===== src/rtl/uart_rx_mmio_if.sv =====
// uart_rx_mmio_if: single-cycle-ready word bus between the SoC memory arbiter and the UART receiver.
interface uart_rx_mmio_if;
    logic        valid;
    logic        write;
    logic [3:0]  addr;
    logic [31:0] wdata;
    logic [31:0] rdata;
    logic        ready;
    modport master(output valid, write, addr, wdata, input rdata, ready);
    modport slave(input valid, write, addr, wdata, output rdata, ready);
endinterface


===== src/rtl/uart_rx_mmio.sv =====
// uart_rx_mmio: oversampling UART receiver (8N1, LSB first) with receive FIFO, MMIO registers and irq.
// Define UART_RX_PARITY_EN for 8E1 framing with a parity_err status flag.
module uart_rx_mmio #(
    parameter int CLKS_PER_BIT = 104,
    parameter int FIFO_DEPTH = 8
) (
    input  logic          clk,
    input  logic          resetn,
    input  logic          rx,
    uart_rx_mmio_if.slave bus,
    output logic          irq
);
    localparam int cnt_w = $clog2(CLKS_PER_BIT);
    localparam int ptr_w = $clog2(FIFO_DEPTH);
    localparam logic [cnt_w-1:0] cnt_half = cnt_w'(CLKS_PER_BIT / 2 - 1);
    localparam logic [cnt_w-1:0] cnt_bit = cnt_w'(CLKS_PER_BIT - 1);
    typedef enum logic [2:0] {IDLE, START, DATA, PARITY, STOP, WAIT_HIGH} state_t;
    state_t state, state_n;
    logic rx_m, rx_s;
    logic [cnt_w-1:0] cnt, cnt_n;
    logic [2:0] idx, idx_n;
    logic [7:0] shift, shift_n;
    logic push, frame_set, par_set;
    logic [7:0] mem [FIFO_DEPTH];
    logic [ptr_w-1:0] wr_ptr, rd_ptr;
    logic [ptr_w:0] count;
    logic frame_err, overrun, par_err;
    logic accept, pop, do_push, full, nonempty;
    logic [2:0] clr;
    logic [31:0] rd_val;
    logic unused;
    always_ff @(posedge clk)
        if (!resetn) {rx_m, rx_s} <= 2'b11;
        else {rx_m, rx_s} <= {rx, rx_m};
    always_ff @(posedge clk)
        if (!resetn) begin
            state <= IDLE;
            cnt <= '0;
            idx <= '0;
            shift <= '0;
        end else begin
            state <= state_n;
            cnt <= cnt_n;
            idx <= idx_n;
            shift <= shift_n;
        end
    always_comb begin
        state_n = state;
        cnt_n = (cnt == '0) ? cnt_bit : cnt - cnt_w'(1);
        idx_n = idx;
        shift_n = shift;
        push = 1'b0;
        frame_set = 1'b0;
        par_set = 1'b0;
        case (state)
            IDLE: begin
                cnt_n = cnt_half;
                state_n = rx_s ? IDLE : START;
            end
            START: if (cnt == '0) begin
                state_n = rx_s ? IDLE : DATA;
                idx_n = '0;
            end
            DATA: if (cnt == '0) begin
                shift_n[idx] = rx_s;
                idx_n = idx + 3'd1;
`ifdef UART_RX_PARITY_EN
                if (idx == 3'd7) state_n = PARITY;
`else
                if (idx == 3'd7) state_n = STOP;
`endif
            end
`ifdef UART_RX_PARITY_EN
            PARITY: if (cnt == '0) begin
                par_set = rx_s ^ (^shift);
                state_n = STOP;
            end
`endif
            STOP: if (cnt == '0) begin
                push = rx_s;
                frame_set = !rx_s;
                state_n = rx_s ? IDLE : WAIT_HIGH;
            end
            // a held-low line must return high before a new start bit counts
            WAIT_HIGH: state_n = rx_s ? IDLE : WAIT_HIGH;
            default: state_n = IDLE;
        endcase
    end
    assign full = count == (ptr_w + 1)'(FIFO_DEPTH);
    assign nonempty = count != '0;
    assign accept = bus.valid && !bus.ready;
    assign pop = accept && !bus.write && bus.addr[3:2] == 2'd0 && nonempty;
    assign do_push = push && (!full || pop);
    assign clr = (accept && bus.write && bus.addr[3:2] == 2'd1) ? bus.wdata[5:3] : 3'b000;
    assign rd_val = (bus.addr[3:2] == 2'd0) ? (nonempty ? {23'b0, 1'b1, mem[rd_ptr]} : 32'b0) :
                    (bus.addr[3:2] == 2'd1) ? {26'b0, par_err, overrun, frame_err, full, nonempty, state != IDLE} :
                    (bus.addr[3:2] == 2'd2) ? 32'(count) : 32'b0;
    assign unused = ^{bus.wdata[31:6], bus.wdata[2:0], bus.addr[1:0]};
    always_ff @(posedge clk)
        if (do_push) mem[wr_ptr] <= shift;
    always_ff @(posedge clk)
        if (!resetn) begin
            wr_ptr <= '0;
            rd_ptr <= '0;
            count <= '0;
            frame_err <= 1'b0;
            overrun <= 1'b0;
            par_err <= 1'b0;
            irq <= 1'b0;
            bus.ready <= 1'b0;
            bus.rdata <= '0;
        end else begin
            wr_ptr <= wr_ptr + ptr_w'(do_push);
            rd_ptr <= rd_ptr + ptr_w'(pop);
            count <= count + (ptr_w + 1)'(do_push) - (ptr_w + 1)'(pop);
            frame_err <= frame_set | (frame_err & ~clr[0]);
            overrun <= (push && full && !pop) | (overrun & ~clr[1]);
            par_err <= par_set | (par_err & ~clr[2]);
            irq <= nonempty;
            bus.ready <= accept;
            if (accept) bus.rdata <= bus.write ? 32'b0 : rd_val;
        end
endmodule


===== src/flat_wrapper.sv =====
// flat-port wrapper written by rule: the top's interface ports become plain ports
module uart_rx_mmio_flat 
#(
    parameter int CLKS_PER_BIT = 104,
    parameter int FIFO_DEPTH = 8
)
  (clk, resetn, rx, irq, bus_valid, bus_write, bus_addr, bus_wdata, bus_rdata, bus_ready);
  uart_rx_mmio_if bus_i ();
  input  logic clk;
  input  logic resetn;
  input  logic rx;
  output logic irq;
  input wire logic [$bits(bus_i.valid)-1:0] bus_valid;
  input wire logic [$bits(bus_i.write)-1:0] bus_write;
  input wire logic [$bits(bus_i.addr)-1:0] bus_addr;
  input wire logic [$bits(bus_i.wdata)-1:0] bus_wdata;
  output wire logic [$bits(bus_i.rdata)-1:0] bus_rdata;
  output wire logic [$bits(bus_i.ready)-1:0] bus_ready;
  assign bus_i.valid = bus_valid;
  assign bus_i.write = bus_write;
  assign bus_i.addr = bus_addr;
  assign bus_i.wdata = bus_wdata;
  assign bus_rdata = bus_i.rdata;
  assign bus_ready = bus_i.ready;
  uart_rx_mmio #(.CLKS_PER_BIT(CLKS_PER_BIT), .FIFO_DEPTH(FIFO_DEPTH)) u_core (.clk(clk), .resetn(resetn), .rx(rx), .bus(bus_i), .irq(irq));
endmodule

===== config.mk =====
export PLATFORM = sky130hd
export DESIGN_NAME = uart_rx_mmio_flat
export DESIGN_NICKNAME = d
export VERILOG_FILES = /design/src/rtl/uart_rx_mmio_if.sv /design/src/rtl/uart_rx_mmio.sv /design/src/flat_wrapper.sv
export SDC_FILE = /design/constraint.sdc
export NUM_CORES = 1
export LEC_CHECK = 0
export ABC_AREA = 1
export BUFFER_PORTS_ARGS = -buffer_cell sky130_fd_sc_hd__buf_2
export CAP_MARGIN = 40
export CORE_ASPECT_RATIO = 0.5
export CORE_UTILIZATION = 38
export CTS_CLUSTER_SIZE = 28
export DETAILED_ROUTE_END_ITERATION = 16
export PLACE_DENSITY = 0.68
export SLEW_MARGIN = 20
export SYNTH_ARGS = -nofsm -noshare
export SYNTH_HDL_FRONTEND = slang
export SYNTH_SLANG_ARGS = --single-unit

===== constraint.sdc =====
create_clock -name clk -period 2.9 [get_ports clk]
set_input_delay 0.435 -clock clk [delete_from_list [all_inputs] [get_ports clk]]
set_output_delay 0.435 -clock clk [all_outputs]
set_load 0.02 [all_outputs]

=== After elaboration in Yosys (flattened, before gate mapping) ===
Memories as Yosys holds them, arrays and structs flattened. A register that Yosys moved wholly into a read port is not among the register bits.
Index checks and enable logic that the tools add are counted.

* Register bits after elaboration: 70
* RAM bits: 64
* Input port bits: 41
* Output and inout bits: 34
* Word-level logic and storage cells: 103
* Memories: 1

* Add/subtract/negate cells: 6
* Order comparisons: 2
* Equal/unequal tests: 12
* Muxes and demuxes: 29
* Bitwise operators: 9
* Reduce and logical (&&, ||, !) cells: 27

{| class="wikitable"
|+ Memory list
! memory !! depth !! bits a word !! rd ports !! clocked after Yosys merged registers in !! write ports !! line !! RTL
|-
| u_core.mem || 8 || 8 || 1 || 1 || 1 || uart_rx_mmio.sv:24 || <nowiki>logic [7:0] mem [FIFO_DEPTH];</nowiki>
|}

{| class="wikitable"
|+ Operator list
! operator !! count
|-
| 32-bit 2-to-1 mux || 3
|-
| 3-bit 2-to-1 mux || 9
|-
| 3-bit one-hot mux with 5 select lines || 1
|-
| 1-bit logical AND || 10
|-
| 3-bit equality test (second input constant) || 3
|-
| 9-bit 2-to-1 mux || 1
|-
| 8-bit bitwise mux || 1
|-
| 1-bit 2-to-1 mux || 8
|-
| 2-bit by 1-bit inequality test with 1-bit output (second input constant) || 4
|-
| 7-bit zero test || 1
|-
| 7-bit 2-to-1 mux || 1
|-
| 7-bit by 1-bit subtractor with 7-bit output (second input constant) || 1
|-
| 3-bit by 1-bit adder with 3-bit output || 2
|-
| 6-bit 2-to-1 mux || 1
|-
| 3-bit one-hot mux with 2 select lines || 1
|-
| 1-bit zero test || 5
|-
| 4-bit by 1-bit adder with 4-bit output || 1
|-
| 4-bit equality test (second input constant) || 1
|-
| 3-bit by 4-bit less-than comparator with 1-bit output (second input constant) || 1
|-
| 4-bit 2-to-1 mux || 1
|-
| 1-bit inverter || 4
|-
| 4-bit AND reduction || 1
|-
| 4-bit nonzero test || 1
|-
| 4-bit by 1-bit subtractor with 4-bit output || 1
|-
| other kinds (19) || 22
|}

=== Longest topological paths before layout ===
Gate-level depths: netlist of the first run.

* Depth after elaboration: 9
* Mapped depth: 14
* Mapped depth without buffers: 14

=== Worst setup path before layout of the first run ===
OpenSTA, ideal clock, no wires.

* Path kind: reg2reg
* Start point: register u_core.count[2]
* End point: memory u_core.mem[0][0], enable pin
* Setup time: 0.383 ns
* Arrival: 1.816 ns
* Required time: 2.517 ns
* Setup slack: 0.700 ns
* Stages on the path, launching flop included: 10
* Buffers on the path: 0
* Period minus slack after synthesis: 2.200 ns
* Cells stage by stage: dfxtp_1 -> inv_1 -> ha_1 -> nand3_1 -> nand3_1 -> nor2_2 -> nor2_1 -> nor2_4 -> nand2_2 -> nor3_1

* Word-level cells in the longest chain between the ends: 6
* Elaborated cells between the ends (all ways): 8
* Those cells by class: eq/ne: 1; mux: 2; reduce/logical: 5

{| class="wikitable"
|+ Ends and longest elaborated chain
! what !! line !! RTL
|-
| start, declared || uart_rx_mmio.sv:26 || <nowiki>logic [ptr_w:0] count;</nowiki>
|-
| start signal, assigned || uart_rx_mmio.sv:115 || <nowiki>count <= count + (ptr_w + 1)'(do_push) - (ptr_w + 1)'(pop);</nowiki>
|-
| 4-bit equality test / 4-bit nonzero test (equally long branches) || uart_rx_mmio.sv:89, uart_rx_mmio.sv:90 ||
|-
| 1-bit zero test / 1-bit logical AND (equally long branches) || uart_rx_mmio.sv:93, uart_rx_mmio.sv:92 ||
|-
| 1-bit logical OR (*) || uart_rx_mmio.sv:93 || <nowiki>assign do_push = push && (!full || pop);</nowiki>
|-
| 1-bit logical AND (*) || uart_rx_mmio.sv:93 ||
|-
| 1-bit 2-to-1 mux (*) || uart_rx_mmio.sv:100 || <nowiki>if (do_push) mem[wr_ptr] <= shift;</nowiki>
|-
| 1-bit 2-to-1 mux (implied by the code) (*) || uart_rx_mmio.sv:100 ||
|-
| end, declared || uart_rx_mmio.sv:24 ||
|}

Mark *: on every way between the ends. The rest lies on a longest branch, timed or not.

=== Final worst setup path of the first run ===
* Start point: register u_core.count[2]
* End point: register u_core.count[2]

* Word-level cells in the longest chain between the ends: 6
* Elaborated cells between the ends (all ways): 8
* Those cells by class: add/sub: 2; eq/ne: 1; reduce/logical: 5

{| class="wikitable"
|+ Ends and longest elaborated chain
! what !! line
|-
| 4-bit equality test / 4-bit nonzero test (equally long branches) || uart_rx_mmio.sv:89, uart_rx_mmio.sv:90
|-
| 1-bit zero test / 1-bit logical AND (equally long branches) || uart_rx_mmio.sv:93, uart_rx_mmio.sv:92
|-
| 1-bit logical OR || uart_rx_mmio.sv:93
|-
| 1-bit logical AND || uart_rx_mmio.sv:93
|-
| 4-bit by 1-bit adder with 4-bit output || uart_rx_mmio.sv:115
|-
| 4-bit by 1-bit subtractor with 4-bit output (*) || uart_rx_mmio.sv:115
|}

Marked as above.
A chain may end at the register's enable or synchronous reset.

==> flow_summary.yaml, run 1 <==
timing:
  final_max_slew_viol_count: 0
  finalSetupTns_ps: 0
  finalHoldViolCount: 0
  fmax_mhz: 401
  skew_ps: 8.06
  setup_ws_ps: 406
  rsz0062_at_grt: "false"
  finalSetupViolCount: 0
  hold_slack_ps: 268
  min_period_ps: 2490
  max_slew_margin_pct: 62.2
  post-route-period-util_pct: 86.0
  tightest_slew_ps: 567
routing:
  postRouteAntennaNets: 0
  dr_total_vias: 3514
  routed-wl-met2_um: 4430
  drc_errors: 0
  viasPerCell: 4.66
  wl_per_cell_um: 12.7
  wl_met1_um: 4590
  drt-initial-drc-count: 259
  wl_met3_um: 395
  drt_wl_total_um: 9560
  firstDrtPassIters: 4
  top_layer: "met4"
setup_path:
  worstPathRequired_ps: 3140
  regToRegSetupSlack_ps: 410
  critical_path_arrival_ps: 2740
  crit_slowest_cell: "fa_1"
  worstSetupPathType: "reg2reg"
  worstPathMaxFanout: 5
  cp_cell_sequence: "inv_1 > ha_1 > nand3_1 > nand3_1 > nor2_2 > inv_1 > nor2_1 > inv_1 > nand2_1 > ha_1 > inv_1 > fa_1 > xor2_1 > nor2_1"
  crit_path_end_kind: "flip-flop"
  critPathMaxStageDelay_ps: 370
  path_common_cell: "inv_1"
  crit_path_start_kind: "flip-flop"
synth:
  yosys.area.top_type: "edfxtp_1"
  ys_top_cells_by_area: "edfxtp_1 38%, dfxtp_1 19%, nand2_1 9.0%"
  avgSynthCellArea_sq_um: 9.12
  ys_seq_elements: 111
  ys_types: 35
  syn_inst: 550
  yosysSeqAreaShare_pct: 57.1
  yosysTopAreaCellShare_pct: 38.3
  syn-cell-area_sq_um: 5020
  yosysWarnings: 0
layout:
  area_delta_synth_final_pct: 11.5
  drive_gt1_share_pct: 11.1
  antenna_cells: 0
  regArea_sq_um: 2860
  multi_input_area_sq_um: 1690
  fin_cells: 754
  fill_cells: 1190
  nNetsFinal: 632
die:
  pin_count: 75
  fp.dieArea_sq_um: 13700
  die_h_um: 83.2
  coreArea_sq_um: 12800
  initial_utilization_pct: 39.3
  fp.dieW_um: 164
  fp-row-count: 29
clocking:
  post_cts_resized: 0
  cts_setup_buffers: 0
  cts.path.max_buffers: 2
  cts_htree_levels: 3
  cts_tree: "yes"
  ctsRootBufferMaster: "clkbuf_16"
  clock_sink_count: 111
  clk_pin_slew_ps: 70
  numCtsBuffers: 9
  clock_latency_ps: 350
  postCtsHoldBufs: 0
grt:
  antenna_found_initial: 0
  grt_pass1_wl_um: 15500
  first_global_vias: 3157
  grtUsageTotal_pct: 14.8
  grt-ovfl-total: 0
  grt_max_degree: 34
place:
  port_buffers: 20
  post-place-ws_ps: 401
  dp_cells: 738
  dp_hpwl_um: 6530
  gp_congestion: 0.841
pwr:
  power_density_nw_per_um2: 606
  irDropWorstVdd_mv: 0.314
  power_leakage_nw: 2.35
run_status:
  status: "finished, final reports clean"
worst_hold_path:
  hp-class: "in2reg"
run:
  cap_viol_max_count: 0
==> critical path: cells and delay by family, from the launching register on <==
kind                     cells  cell delay [ps]
XOR/XNOR                     1              150
adder cells (fa/ha/maj)      3              750
buffers and inverters        4              380
flip-flops                   1              310
AND/OR/NAND/NOR              6              800
==> state kept, by name (all words and copies together), names as in the netlist <==
| name | cells |
|---|---|
| u_core.rx_s | 1 |
| u_core.rx_m | 1 |
| u_core.wr_ptr | 3 |
| u_core.shift | 8 |
| u_core.cnt | 7 |
| u_core.count | 4 |
| u_core.frame_err | 1 |
| u_core.overrun | 1 |
| u_core.mem | 64 |
| u_core.state | 3 |
| u_core.irq | 1 |
| u_core.par_err | 1 |
| u_core.bus.ready | 1 |
| u_core.rd_ptr | 3 |
| u_core.idx | 3 |
| u_core.bus.rdata | 9 |
==> final cells by class <==
type                    count  share of cell area (%)
clock buffers               9                    4.03
clock inverters             7                    1.28
inverters                  78                    5.33
multi-input cells         343                    30.2
flip-flops and latches    111                    51.2
well taps                 170                    3.80
repair buffers             36                    4.21
==> logic make-up after synthesis <==
group                    Yosys count  share of synthesized area (%)
XOR/XNOR                           5                          0.873
AND/OR/NAND/NOR                  242                           21.2
adder cells (fa/ha/maj)           12                           3.14
flip-flops                       111                           57.1
AO/OA/AOI/OAI                     61                           6.73
other                              1                         0.0748
buffers and inverters            118                           11.0
==> cells in the mapped netlist <==
| cell | n |
|---|---|
| a211oi_1 | 1 |
| a21oi_1 | 28 |
| a31oi_1 | 3 |
| buf_1 | 1 |
| buf_2 | 6 |
| buf_4 | 23 |
| buf_6 | 1 |
| clkbuf_1 | 9 |
| clkinv_1 | 1 |
| clkinv_4 | 1 |
| conb_1 | 1 |
| dfxtp_1 | 47 |
| edfxtp_1 | 64 |
| fa_1 | 1 |
| ha_1 | 11 |
| inv_1 | 76 |
| nand2_1 | 120 |
| nand2_2 | 3 |
| nand2_4 | 1 |
| nand3_1 | 51 |
| nand3_2 | 1 |
| nand4_1 | 5 |
| nor2_1 | 38 |
| nor2_2 | 1 |
| nor2_4 | 3 |
| nor3_1 | 14 |
| o211ai_1 | 4 |
| o21ai_0 | 19 |
| o21bai_1 | 4 |
| o22a_1 | 1 |
| o31ai_1 | 1 |
| or2_1 | 1 |
| or2_2 | 4 |
| xnor2_1 | 4 |
| xor2_1 | 1 |
==> routing by layer <==
| metal | up-vias | track usage (%) |
|---|---|---|
| met5 | - | 0 |
| met4 | 0 | 6.09 |
| met3 | 12 | 3.00 |
| met2 | 63 | 23.5 |
| met1 | 1630 | 19.8 |
| li1 | 1809 | - |
==> where the power goes <==
part | switching (W) | total [W] | internal (W)
clock network | 0.000547 | 0.00122 | 0.000669
logic | 0.000284 | 0.000420 | 0.000136
registers | 0.0000410 | 0.00175 | 0.00171
total | 0.000872 | 0.00339 | 0.00252
==> cell usage in the layout (no fill, tap or decap), drive strengths merged, types with 2 or more instances in the layout <==
cell type / n
nand4: 5
o21bai: 4
o211ai: 4
xnor2: 4
or2: 5
ha: 11
nand2: 124
clkinvlp: 2
buf: 36
nor2: 42
dfxtp: 47
nor3: 14
conb: 23
edfxtp: 64
clkinv: 5
a21oi: 28
a31oi: 3
clkbuf: 9
o21ai: 19
nand3: 52
inv: 77
==> worst paths after layout <==
check | start | end | depth (start not counted)
max | u_core.count[2] | u_core.count[2] | 14
min | rx | u_core.rx_m | 2
max reg2reg | u_core.count[2] | u_core.count[2] | 14
min reg2reg | u_core.rx_m | u_core.rx_s | 1
==> per-stage QoR <==
step                      utilization [%]  total power, W  cell area, sq um
after floorplan                         -         0.00214              5100
after detailed placement             41.5         0.00220              5300
after global routing                 43.8         0.00353              5590
after CTS                            43.8         0.00340              5590
final                                43.8         0.00339              5590
after global placement               41.2         0.00219              5270
Note: power is estimated with default switching activity, not from simulation.
==> run 2, diff against run 1 <==
clock period = 2.3 ns   (was 2.9 ns; I/O delays follow)
==> run 2 against run 1 <==
  * Die area did not move
  * Critical path type unchanged
  * Worst hold slack got worse by 81 ps
  * Wire length grew 2.1%
  * Largest cell class unchanged
  * Critical endpoint unchanged
  * Design area rose by 2.3%
  * Setup slack worse by 270 ps
  * Highest routed layer unchanged
  * Register-to-register slack worse by 270 ps
  * Core utilization grew 1.0 points
  * Sequential cell count did not move
  * Clock skew down 1.3 ps
  * Global-route usage is 0.34 points higher
==> flow_summary.yaml, run 2 (same netlist as run 1, synthesis figures left out) <==
run_status:
  status: "finished, final reports clean"
setup_path:
  worstPathMaxFanout: 3
  worstPathRequired_ps: 2530
  crit_slowest_cell: "fa_1"
  cp_cell_sequence: "inv_1 > ha_1 > nand3_2 > nand3_2 > nor2_4 > inv_2 > nor2_2 > inv_1 > nand2_1 > ha_2 > inv_1 > fa_1 > xor2_1 > nor2_1"
  worst-path-buf-inv: 4
  path_common_cell: "inv_1"
  worstSetupPathType: "reg2reg"
  critical_path_arrival_ps: 2390
  critPathMaxStageDelay_ps: 370
  crit_path_end_kind: "flip-flop"
  critical-path-top-delay-family: "adder cells"
  crit_path_start_kind: "flip-flop"
layout:
  area_delta_synth_final_pct: 14.1
  final_common_cell: "nand2_1"
  utilization_pct: 44.8
  largest_register_ffs: 64
  nNetsFinal: 641
  top_regs: "u_core.mem x64, u_core.bus.rdata x9, u_core.shift x8"
  fin_cells: 763
  antenna_cells: 0
  fill_cells: 1179
  drive_gt1_share_pct: 14.5
  regMostFlops: "u_core.mem"
  final_cell_mix: "120 x nand2_1, 75 x inv_1, 64 x edfxtp_1"
  final_area_sq_um: 5720
pwr:
  power.share.clock_pct: 37.1
  power_frac_comb_pct: 12.7
  p_sw_w: 0.00111
  irDropWorstVdd_mv: 0.366
  internal_power_w: 0.00330
  power_density_nw_per_um2: 769
  power_leakage_nw: 2.41
  netSwitchingFraction_pct: 25.2
  seqPwrFrac_pct: 50.2
timing:
  final_max_slew_viol_count: 0
  finalSetupTns_ps: 0
  setup_ws_ps: 134
  post-route-period-util_pct: 94.2
  finalHoldViolCount: 0
  finalSetupViolCount: 0
  fmax_mhz: 462
  skew_ps: 6.75
  min_period_ps: 2170
grt:
  grtUsageTotal_pct: 15.2
  grt-busiest-layer: "met2"
  first_global_vias: 3329
  grt_max_degree: 34
  met2_usage_pct: 25.7
  grtUsageMet1_pct: 19.6
  grt-ovfl-total: 0
  grt_pass1_wl_um: 16100
  antenna_found_initial: 0
  gr-usage-met3_pct: 3.15
clocking:
  cts_tree: "yes"
  cts_htree_levels: 3
  cts_setup_buffers: 0
  clk_pin_slew_ps: 70
  clock_sink_count: 111
  numCtsBuffers: 9
  postCtsHoldBufs: 0
  clock_latency_ps: 340
  cts.path.max_buffers: 2
  ctsRootBufferMaster: "clkbuf_16"
  post_cts_resized: 0
place:
  post-place-ws_ps: 103
  port_buffers: 20
  dp_cells: 747
  dp_hpwl_um: 6730
  gp_congestion: 0.769
  place_area_sq_um: 5350
run:
  cap_viol_max_count: 0
die:
  pin_count: 75
  coreArea_sq_um: 12800
  die_h_um: 83.2
  fp.dieW_um: 164
  initial_utilization_pct: 39.3
  fp.dieArea_sq_um: 13700
  fp-row-count: 29
routing:
  firstDrtPassIters: 5
  drt-initial-drc-count: 222
  drc_errors: 0
  dr_total_vias: 3626
  drt_wl_total_um: 9760
  postRouteAntennaNets: 0
  viasPerCell: 4.75
  wl_per_cell_um: 12.8
worst_hold_path:
  hp-class: "in2reg"
run 2: power groups by stage:
stage	clock, W	sequential [W]	combinational [W]
floorplan	0	0.00225	0.000447
global placement	0	0.00225	0.000529
detailed placement	0	0.00225	0.000542
CTS	0.00165	0.00221	0.000545
global route	0.00173	0.00222	0.000642
finish	0.00163	0.00221	0.000559
run 2: metal layers:
metal / vias up / routed length (um) / share of wire (%)
met1: 1704 / 4540 / 47
met2: 85 / 4660 / 48
met3: 12 / 423 / 4.3
li1: 1825 / - / -
met4: 0 / 131 / 1.3
met5: - / 0 / 0
run 2: final timing paths:
path                                       from              end  slack [ps]  cells past startpoint
worst min-delay path                         rx      u_core.rx_m         190                      2
worst min register to register      u_core.rx_m      u_core.rx_s         410                      1
worst max-delay path            u_core.count[3]  u_core.count[2]         130                     14
worst max register to register  u_core.count[3]  u_core.count[2]         130                     14
run 2: metrics by stage:
| step | hold slack [ps] | power [W] |
|---|---|---|
| CTS | 177 | 0.00440 |
| global route | 176 | 0.00459 |
| detailed placement | 397 | 0.00279 |
| global placement | 395 | 0.00278 |
| floorplan | 393 | 0.00270 |
| finish | 186 | 0.00440 |
run 2: area by class of cell:
cell class	instances	area, sq um	share of cell area [%]
Timing Repair Buffer	45	288	5.03
Multi-Input combinational cell	343	1750	30.5
Tap cell	170	213	3.72
Inverter	78	298	5.20
Sequential cell	111	2860	50.0
Clock inverter	6	85.1	1.49
Clock buffer	10	229	4.00
run 2: worst register-to-register path: stages, from the launching register on:
cell and delay (ps):
dfxtp_1 330, inv_1 70, ha_1 210, nand3_2 100, nand3_2 100, nor2_4 160
inv_2 50, nor2_2 100, inv_1 70, nand2_1 70, ha_2 170, inv_1 50
fa_1 370, xor2_1 150, nor2_1 50
==> run 3, diff against run 2 <==
CELL_PAD_IN_SITES_DETAIL_PLACEMENT = 1   (was not set)
CELL_PAD_IN_SITES_GLOBAL_PLACEMENT = 1   (was not set)
PLACE_DENSITY = 0.82   (was 0.68)
RECOVER_POWER = 25   (was not set)
==> run 3 against run 2 <==
  * Combinational power grew 4.3%
  * Wire length grew 30%
  * Core utilization shrank 0.16 points
  * Non-clock buffer count is the same
  * Die area is the same
  * Worst hold slack lost 2.9 ps
  * Sequential cell count is the same
  * Critical path depth shrank 3
  * Sequential share of layout area grew 0.18 points
  * Via count grew 4.2%
  * Clock power grew 3%
  * First-iteration DRC count grew 32%
==> flow_summary.yaml, run 3 (same netlist as run 1, synthesis figures left out) <==
run_status:
  status: "finished, final reports clean"
clocking:
  numCtsBuffers: 9
  postCtsHoldBufs: 0
  cts.path.max_buffers: 2
  cts_tree: "yes"
  ctsRootBufferMaster: "clkbuf_16"
  clk_pin_slew_ps: 70
  cts_htree_levels: 3
  clock_latency_ps: 350
  clock_sink_count: 111
routing:
  top_layer: "met4"
  drc_errors: 0
  firstDrtPassIters: 4
  postRouteAntennaNets: 0
  wl_met3_um: 742
  drt-initial-drc-count: 292
  routed-wl-met2_um: 6530
  dr_total_vias: 3780
  wl_per_cell_um: 16.6
  drt_wl_total_um: 12700
  wl_met1_um: 5230
  viasPerCell: 4.95
timing:
  fmax_mhz: 453
  finalHoldViolCount: 0
  finalSetupViolCount: 0
  finalSetupTns_ps: 0
  skew_ps: 5.92
  post-route-period-util_pct: 96.0
  hold_slack_ps: 184
  min_period_ps: 2210
  final_max_slew_viol_count: 0
  rsz0062_at_grt: "true"
setup_path:
  crit_path_end_kind: "flip-flop"
  crit_slowest_cell: "dfxtp_1"
  worst-path-buf-inv: 3
  critPathMaxStageDelay_ps: 350
  reg2reg_depth: 11
  r2r-start: "u_core.count[3]"
  critical_path_arrival_ps: 2260
  worstPathRequired_ps: 2350
  critical-path-top-delay-family: "simple AND/OR/NAND/NOR gates"
  cp_cell_sequence: "inv_1 > ha_1 > nand3_2 > nand3_2 > nor2_4 > nor2_1 > nor2_4 > buf_4 > nand2_2 > nor3_1 > buf_4"
  worstSetupPathType: "reg2reg"
  worstPathMaxFanout: 8
  r2r_end: "u_core.mem[7][2]"
  crit_path_start_kind: "flip-flop"
  regToRegSetupSlack_ps: 90
grt:
  grtUsageTotal_pct: 19.4
  grt_max_degree: 34
  grt-ovfl-total: 0
  grt_pass1_wl_um: 19900
  first_global_vias: 3927
  antenna_found_initial: 0
pwr:
  irDropWorstVdd_mv: 0.446
  power.share.clock_pct: 37.7
  p_sw_w: 0.00117
  internal_power_w: 0.00331
  seqPwrFrac_pct: 49.3
  netSwitchingFraction_pct: 26.1
  power_frac_comb_pct: 13.0
  power_density_nw_per_um2: 785
  finalPower_w: 0.00447
  power_leakage_nw: 2.40
die:
  fp.dieArea_sq_um: 13700
  fp-row-count: 29
  initial_utilization_pct: 39.3
  coreArea_sq_um: 12800
  die_h_um: 83.2
  pin_count: 75
  fp.dieW_um: 164
layout:
  area_delta_synth_final_pct: 13.7
  largest_register_ffs: 64
  top_regs: "u_core.mem x64, u_core.bus.rdata x9, u_core.shift x8"
  nNetsFinal: 641
  final_common_cell: "nand2_1"
  final_cell_mix: "120 x nand2_1, 75 x inv_1, 64 x edfxtp_1"
  antenna_cells: 0
  drive_gt1_share_pct: 13.7
  regMostFlops: "u_core.mem"
worst_hold_path:
  hp-class: "in2reg"
  worstHoldPathCells: 2
  hold_end: "u_core.rx_m"
  min_from: "rx"
run:
  cap_viol_max_count: 0
place:
  port_buffers: 20
  dp_hpwl_um: 8420
  gp_congestion: 0.778
run 3: final cells by class:
type                    count  area (sq um)
clock buffers               9           225
clock inverters             7          96.3
fillers                  1500          7070
inverters                  78           298
multi-input cells         343          1720
flip-flops and latches    111          2860
well taps                 170           213
repair buffers             45           288
run 3: repair_timing:
action	in CTS	in global routing
hold endpoints to repair	0	0
gates resized for setup	0	8
buffers inserted	0	2
setup endpoints to repair	0	51
run 3: per-layer routing:
metal / up-vias / GRT usage (%)
li1: 1819 / -
met3: 15 / 4.25
met1: 1846 / 23.6
met2: 100 / 34.5
met4: 0 / 5.42
met5: - / 0
run 3: worst max path at each step:
stage,depth (start not counted),from,end,slack [ps]
2_1_floorplan,9,u_core.count[2],u_core.mem[0][0],100
3_3_place_gp,14,u_core.count[3],u_core.count[2],140
3_5_place_dp,11,u_core.count[3],u_core.mem[2][3],30
4_1_cts,14,u_core.count[3],u_core.count[2],20
5_1_grt,14,u_core.count[3],u_core.count[2],-40
6_report,11,u_core.count[3],u_core.mem[7][2],90
run 3: through the flow:
stage,instances,worst slack [ps],utilization [%],area [sq um]
floorplan,572,100,-,5100
CTS,761,22.0,44.3,5650
global placement,745,138,41.8,5330
global route,763,-40.0,44.6,5700
finish,763,91.8,44.6,5700
detailed placement,745,30.1,41.8,5330
run 3: power groups by stage:
stage / clock network, W / registers (W) / logic [W]
2_1_floorplan: 0 / 0.00225 / 0.000447
3_3_place_gp: 0 / 0.00225 / 0.000539
3_5_place_dp: 0 / 0.00225 / 0.000563
4_1_cts: 0.00170 / 0.00221 / 0.000571
5_1_grt: 0.00177 / 0.00222 / 0.000662
6_report: 0.00168 / 0.00221 / 0.000583
